==> src/rtl/msrh_ic_l2_responder.sv <==
// Instruction-cache line-fill responder: queues IC read requests, fetches each
// line as a sequence of narrow beat reads and returns the assembled line.
module msrh_ic_l2_responder #(
    parameter int              PADDR_W   = 56,
    parameter int              TAG_W     = 4,
    parameter int              LINE_W    = 256,
    parameter int              BEAT_W    = 64,
    parameter int              REQ_DEPTH = 2,
    parameter int              CMD_W     = 5,
    parameter logic [CMD_W-1:0] M_XRD    = '0
) (
    input  logic               i_clk,
    input  logic               i_reset,
    input  logic               i_req_valid,
    output logic               o_req_ready,
    input  logic [CMD_W-1:0]   i_req_cmd,
    input  logic [PADDR_W-1:0] i_req_addr,
    input  logic [TAG_W-1:0]   i_req_tag,
    output logic               o_resp_valid,
    input  logic               i_resp_ready,
    output logic [TAG_W-1:0]   o_resp_tag,
    output logic [LINE_W-1:0]  o_resp_data,
    output logic               o_resp_err,
    output logic               o_mem_rd_valid,
    input  logic               i_mem_rd_ready,
    output logic [PADDR_W-1:0] o_mem_rd_addr,
    input  logic               i_mem_rdata_valid,
    input  logic [BEAT_W-1:0]  i_mem_rdata
);

    localparam int BEATS  = LINE_W / BEAT_W;
    localparam int BEAT_B = BEAT_W / 8;
    localparam int LINE_B = LINE_W / 8;
    localparam int OFF_W  = $clog2(LINE_B);
    localparam int LA_W   = PADDR_W - OFF_W;
    localparam int CNT_W  = $clog2(BEATS) + 1;
    localparam int PTR_W  = (REQ_DEPTH > 1) ? $clog2(REQ_DEPTH) : 1;
    localparam int QCNT_W = $clog2(REQ_DEPTH + 1);

    typedef enum logic [1:0] {
        ST_IDLE,
        ST_ISSUE,
        ST_COLLECT,
        ST_RESP
    } state_t;

    state_t state_reg, state_next;

    // Request queue; only the line-address part of each request is kept.
    logic [CMD_W-1:0]  q_cmd  [REQ_DEPTH];
    logic [LA_W-1:0]   q_line [REQ_DEPTH];
    logic [TAG_W-1:0]  q_tag  [REQ_DEPTH];
    logic [PTR_W-1:0]  wr_ptr_reg, rd_ptr_reg;
    logic [QCNT_W-1:0] count_reg, count_next;
    logic              ready_reg;
    logic              push, pop;
    logic [CMD_W-1:0]  head_cmd;
    logic [LA_W-1:0]   head_line;
    logic [TAG_W-1:0]  head_tag;
    logic              unused_addr_bits;

    logic [PADDR_W-1:0] base_reg;
    logic [TAG_W-1:0]   tag_reg;
    logic               err_reg;
    logic [CNT_W-1:0]   issued_reg, received_reg;
    logic [BEAT_W-1:0]  beat_reg [BEATS];
    logic [BEATS-1:0]   beat_we;
    logic               capture, cap_last, issue_last;

    assign unused_addr_bits = ^i_req_addr[OFF_W-1:0];

    assign push      = i_req_valid && ready_reg;
    assign pop       = (state_reg == ST_IDLE) && (count_reg != '0);
    assign head_cmd  = q_cmd[rd_ptr_reg];
    assign head_line = q_line[rd_ptr_reg];
    assign head_tag  = q_tag[rd_ptr_reg];

    always_comb begin
        count_next = count_reg;
        if (push && !pop)
            count_next = count_reg + QCNT_W'(1);
        else if (!push && pop)
            count_next = count_reg - QCNT_W'(1);
    end

    always_ff @(posedge i_clk) begin
        if (push) begin
            q_cmd[wr_ptr_reg]  <= i_req_cmd;
            q_line[wr_ptr_reg] <= i_req_addr[PADDR_W-1:OFF_W];
            q_tag[wr_ptr_reg]  <= i_req_tag;
        end
    end

    // Ready is registered from the post-update occupancy so it is 0 in reset.
    always_ff @(posedge i_clk or posedge i_reset) begin
        if (i_reset) begin
            wr_ptr_reg <= '0;
            rd_ptr_reg <= '0;
            count_reg  <= '0;
            ready_reg  <= 1'b0;
        end else begin
            if (push)
                wr_ptr_reg <= (wr_ptr_reg == PTR_W'(REQ_DEPTH - 1)) ? '0 : wr_ptr_reg + PTR_W'(1);
            if (pop)
                rd_ptr_reg <= (rd_ptr_reg == PTR_W'(REQ_DEPTH - 1)) ? '0 : rd_ptr_reg + PTR_W'(1);
            count_reg <= count_next;
            ready_reg <= (count_next != QCNT_W'(REQ_DEPTH));
        end
    end

    assign capture    = i_mem_rdata_valid
                        && ((state_reg == ST_ISSUE) || (state_reg == ST_COLLECT))
                        && (received_reg < CNT_W'(BEATS));
    assign cap_last   = capture && (received_reg == CNT_W'(BEATS - 1));
    assign issue_last = (state_reg == ST_ISSUE) && i_mem_rd_ready
                        && (issued_reg == CNT_W'(BEATS - 1));

    always_ff @(posedge i_clk or posedge i_reset) begin
        if (i_reset)
            state_reg <= ST_IDLE;
        else
            state_reg <= state_next;
    end

    always_comb begin
        state_next = state_reg;
        case (state_reg)
            ST_IDLE: begin
                if (count_reg != '0)
                    state_next = (head_cmd == M_XRD) ? ST_ISSUE : ST_RESP;
            end
            ST_ISSUE: begin
                if (cap_last)
                    state_next = ST_RESP;
                else if (issue_last)
                    state_next = ST_COLLECT;
            end
            ST_COLLECT: begin
                if (cap_last)
                    state_next = ST_RESP;
            end
            ST_RESP: begin
                if (i_resp_ready)
                    state_next = ST_IDLE;
            end
            default: state_next = ST_IDLE;
        endcase
    end

    generate
        for (genvar gi = 0; gi < BEATS; gi++) begin : g_beat
            assign beat_we[gi] = capture && (received_reg == CNT_W'(gi));
            assign o_resp_data[gi*BEAT_W +: BEAT_W] = beat_reg[gi];
        end
    endgenerate

    // Beat slots are cleared on every pop, which also gives the zero data of an error response.
    always_ff @(posedge i_clk or posedge i_reset) begin
        if (i_reset) begin
            base_reg     <= '0;
            tag_reg      <= '0;
            err_reg      <= 1'b0;
            issued_reg   <= '0;
            received_reg <= '0;
            for (int i = 0; i < BEATS; i++)
                beat_reg[i] <= '0;
        end else begin
            case (state_reg)
                ST_IDLE: begin
                    if (pop) begin
                        tag_reg      <= head_tag;
                        issued_reg   <= '0;
                        received_reg <= '0;
                        for (int i = 0; i < BEATS; i++)
                            beat_reg[i] <= '0;
                        if (head_cmd == M_XRD) begin
                            base_reg <= {head_line, {OFF_W{1'b0}}};
                            err_reg  <= 1'b0;
                        end else begin
                            err_reg  <= 1'b1;
                        end
                    end
                end
                ST_ISSUE: begin
                    if (i_mem_rd_ready)
                        issued_reg <= issued_reg + CNT_W'(1);
                end
                ST_RESP: begin
                    if (i_resp_ready)
                        err_reg <= 1'b0;
                end
                default: ;
            endcase
            if (capture)
                received_reg <= received_reg + CNT_W'(1);
            for (int i = 0; i < BEATS; i++)
                if (beat_we[i])
                    beat_reg[i] <= i_mem_rdata;
        end
    end

    assign o_req_ready    = ready_reg;
    assign o_resp_valid   = (state_reg == ST_RESP);
    assign o_resp_tag     = tag_reg;
    assign o_resp_err     = err_reg;
    assign o_mem_rd_valid = (state_reg == ST_ISSUE);
    assign o_mem_rd_addr  = base_reg + PADDR_W'(issued_reg) * PADDR_W'(BEAT_B);

endmodule

==> config.mk <==
export PLATFORM = sky130hd
export DESIGN_NAME = msrh_ic_l2_responder
export DESIGN_NICKNAME = d
export VERILOG_FILES = /design/src/rtl/msrh_ic_l2_responder.sv
export SDC_FILE = /design/constraint.sdc
export NUM_CORES = 1
export LEC_CHECK = 0
export BUFFER_PORTS_ARGS = -buffer_cell sky130_fd_sc_hd__buf_2
export CORE_UTILIZATION = 58
export CTS_CLUSTER_DIAMETER = 40
export CTS_CLUSTER_SIZE = 28
export DETAILED_ROUTE_END_ITERATION = 6
export PLACE_DENSITY = 0.84
export SLEW_MARGIN = 20
export SYNTH_ARGS = -nofsm -noshare
export SYNTH_HDL_FRONTEND = slang
export SYNTH_SLANG_ARGS = --single-unit
==> constraint.sdc <==
create_clock -name i_clk -period 25.2 [get_ports i_clk]
set_clock_uncertainty 0.05 [all_clocks]
set_input_delay 3.78 -clock i_clk [delete_from_list [all_inputs] [get_ports i_clk]]
set_output_delay 3.78 -clock i_clk [all_outputs]
set_load 0.01 [all_outputs]
==> metrics.md <==
| Metric | Value |
|---|---|
| Setup Slack @ Placement | `19.10 ns` |
| Estimated wirelength of the detail-placed design | `33.0 mm` |
| Global-route usage over all layers | `32.2%` |
| Wire length of the first global-routing pass | `81.7 mm` |
| Total number of nets in the final design | `2238` |
| Share of post-route cells with drive strength above 1 | `31.7%` |
| Post-synth top area cell | `sky130_fd_sc_hd__dfrtp_1` |
| Setup TNS | `0 ns` |
| Sw Share | `35.6%` |
| Clock edge transition at the registers on the reported setup and hold paths | `0.07 ns` |
| Start-to-end type of the worst setup path | `flop to primary output` |
| Worst-skew pair later-pin latency | `0.56 ns` |
| Type of the most critical hold path | `flop to flop` |
| Hold Path Depth | `2` |
| Actual slew at the worst max-slew pin | `1.01 ns` |
| Critical Path RT | `21.37 ns` |
| Number of instances resized during post-cts repair | `0` |
| Post-synth EDFFs | `120` |
| Count of nets left with antenna violations after detail routing | `0` |
| Time the final worst path needs with I/O delays and setup | `6.71 ns` |
| Number of global-route vias before repair | `14800` |
| Count of hold-fix buffers inserted at cts | `0` |
| Post-CTS Setup Repair Bufs | `0` |
| TritonCTS clock tree | `yes` |
| Floorplan die width | `180 um` |
| Cell area reported after detailed placement | `20800 um2` |
| Starting Density | `59.5%` |
| Number of pins exceeding their max-slew limit in the final report | `0` |
| Initial antenna violation count | `13` |
| Cell chosen for the clock root | `sky130_fd_sc_hd__clkbuf_16` |
| Synth-to-layout area growth | `23.3%` |
| Number of max-cap violations | `0` |
| Most frequent cell after synthesis | `sky130_fd_sc_hd__nand2_1` |
| Maximum buffer depth of the clock tree | `3` |
| Post-route DRC | `43` |
| Portion of total power attributed to the clock network | `30.2%` |
| Final Hold Viols | `0` |
| I/O pin total | `455` |
| Final global-route overflow total | `0` |
| Startpoint Class | `flop` |
| Register bit count reported by yosys | `445` |
| Largest net degree at the start of global routing | `200` |
| Routability congestion estimate from global placement | `0.894` |
| Power dissipated by switching net loads | `0.890 mW` |
| Final worst setup slack | `18.49 ns` |
| Total chip power | `2.50 mW` |
| Synthesis Warnings | `0` |
| Core Region | `30800 um2` |
| Count of routing violations after the opening detailed-route iteration | `1374` |
| Post-synthesis async set-or-reset flop share | `73.0%` |
| Worst slew slack as a fraction of its limit | `32.9%` |
| Power per Cell Area | `111 nW/um2` |
| Sequential Power Share | `41.4%` |
| Highest attainable clock frequency | `149 MHz` |
| Leading post-synthesis cells by instance count | `sky130_fd_sc_hd__nand2_1 (540), sky130_fd_sc_hd__dfrtp_1 (325), sky130_fd_sc_hd__nand3_1 (272)` |
| Flip-flop count of the largest register after layout | `256` |
| Synthesized area divided by synthesized cell count | `10.9 um2` |
| Cell variety after synth | `46` |
| Period utilisation layout | `26.6%` |
| Average wire per cell in the routed design | `20.7 um` |
| Unrepaired setup endpoints after global routing | `false` |
| Vias per Instance | `5.77` |
| Final setup fails | `0` |
| Total number of vias | `14700` |
| Syn Std Cell Area | `18300 um2` |
| Leakage | `12.0 nW` |
| Total length of routed wires | `52.5 mm` |
| Number of detailed-routing iterations run before antenna repair | `7` |
| Y dimension of the die | `180 um` |
| Count of input and output buffers | `446` |
| Die area | `32300 um2` |
| Endpoint class of the critical path | `primary output` |
| Most instantiated flip-flop cell in the synthesis netlist | `sky130_fd_sc_hd__dfrtp_1` |
| Synthesized instance count | `1683` |
| Post-Route Hold Slack | `0.428 ns` |
| Area of all placed cells without fillers | `22600 um2` |
| Number of clock sinks | `445` |
| Violated checks | `DRC` |
| Internal Dissipation | `1.61 mW` |
| Combinational share of power | `28.4%` |
| Area share of the largest cell type after synthesis | `44.4%` |
| Maximum vdd drop | `81.3 uV` |
| CTS Buf Count | `50` |
| Crit path max fanout | `6` |
| Endpoint arrival time on the critical path | `2.88 ns` |
| Register area share after synthesis | `64.0%` |
| Number of standard-cell rows in the floorplan | `64` |
| Top area cells in the synthesized netlist | `sky130_fd_sc_hd__dfrtp_1 (44%), sky130_fd_sc_hd__edfxtp_1 (20%), sky130_fd_sc_hd__nand2_1 (11%), sky130_fd_sc_hd__nand3_1 (7.4%), sky130_fd_sc_hd__mux2_2 (6.1%)` |
| Count of cells along the worst register-to-register path | `6` |
| Outcome | `finished with violations` |
| Maximum level of the CTS H-tree | `2` |
## worst max-delay path, stage by stage (launching register included)
cell and delay (ns):
sky130_fd_sc_hd__dfrtp_1 0.38, sky130_fd_sc_hd__ha_1 0.21, sky130_fd_sc_hd__ha_1 0.24, sky130_fd_sc_hd__and3_1 0.27, sky130_fd_sc_hd__nand4_1 0.35, sky130_fd_sc_hd__nor4_1 0.42, sky130_fd_sc_hd__xor2_1 0.26, sky130_fd_sc_hd__buf_2 0.18
## kinds of logic after synthesis
kind of cell / after synthesis / synth area share, %
and+or+nand+nor: 908 / 22.0
DFF: 445 / 64.0
buffers and inverters: 125 / 2.79
muxes: 109 / 6.64
xor gates and xnor gates: 53 / 2.53
AOI/OAI and AO/OA: 27 / 0.997
adders and majority gates: 15 / 1.02
other: 1 / 0.0205
## placed cells by master, fill, tap and decap left out, types with 7 or more instances in the layout
master                        n
sky130_fd_sc_hd__nand2_1    537
sky130_fd_sc_hd__buf_2      446
sky130_fd_sc_hd__dfrtp_1    324
sky130_fd_sc_hd__nand3_1    272
sky130_fd_sc_hd__edfxtp_1   120
sky130_fd_sc_hd__mux2_2     100
sky130_fd_sc_hd__clkbuf_16   51
sky130_fd_sc_hd__xor2_1      27
sky130_fd_sc_hd__xnor2_1     26
sky130_fd_sc_hd__nand4_1     21
sky130_fd_sc_hd__inv_1       15
sky130_fd_sc_hd__ha_1        15
sky130_fd_sc_hd__nor2_1      14
sky130_fd_sc_hd__diode_2     13
sky130_fd_sc_hd__buf_4       12
sky130_fd_sc_hd__inv_6       11
sky130_fd_sc_hd__nor3_1      10
sky130_fd_sc_hd__inv_8       10
sky130_fd_sc_hd__mux2i_1      9
sky130_fd_sc_hd__and4_1       8
sky130_fd_sc_hd__and3_1       8
sky130_fd_sc_hd__o21ai_0      8
sky130_fd_sc_hd__nor4_1       7
## metal layers
layer / vias to the layer above / global-route usage, % / part of all wire [%]
met3: 200 / 8.39 / 9.6
met2: 800 / 52.5 / 48
met5: - / 0 / 0.048
met1: 7122 / 39.1 / 37
li1: 6534 / - / -
met4: 4 / 18.3 / 5.9
## power by group through the flow
stage	clock [mW]	combinational [mW]	sequential, mW
after floorplan	0	0.364	1.09
after global placement	0	0.676	1.03
after detailed placement	0	0.702	1.04
after CTS	0.764	0.706	1.03
after global routing	0.794	0.767	1.05
final	0.756	0.711	1.03
## worst paths after layout
check,startpoint,endpoint,slack (ns)
min reg2reg,o_resp_tag[0]$_DFFE_PP0P_,o_resp_tag[0]$_DFFE_PP0P_,0.43
min in group asynchronous,i_reset,o_resp_data[146]$_DFFE_PP0P_,3.35
max in group asynchronous,i_reset,o_resp_data[145]$_DFFE_PP0P_,20.05
min,o_resp_tag[0]$_DFFE_PP0P_,o_resp_tag[0]$_DFFE_PP0P_,0.43
max reg2reg,state_reg[1]$_DFFE_PP0P_,o_resp_tag[2]$_DFFE_PP0P_,21.29
max,issued_reg[2]$_DFFE_PP0P_,o_mem_rd_addr[39],18.49
## area by class of cell
type	count	area, um2
diodes	13	32.5
well taps	396	495
fillers	2055	8240
inverters	16	67.6
flip-flops and latches	445	11700
clock buffers	53	1280
clock inverters	41	469
repair buffers	460	2370
multi-input cells	1115	6130
## through the flow
stage / util [%] / instances
3_3_place_gp: 67.4 / 2431
3_5_place_dp: 67.4 / 2431
5_1_grt: 73.2 / 2535
6_report: 73.3 / 2539
2_1_floorplan: - / 1685
4_1_cts: 73.1 / 2525
Power figures use the tool's default switching activity.
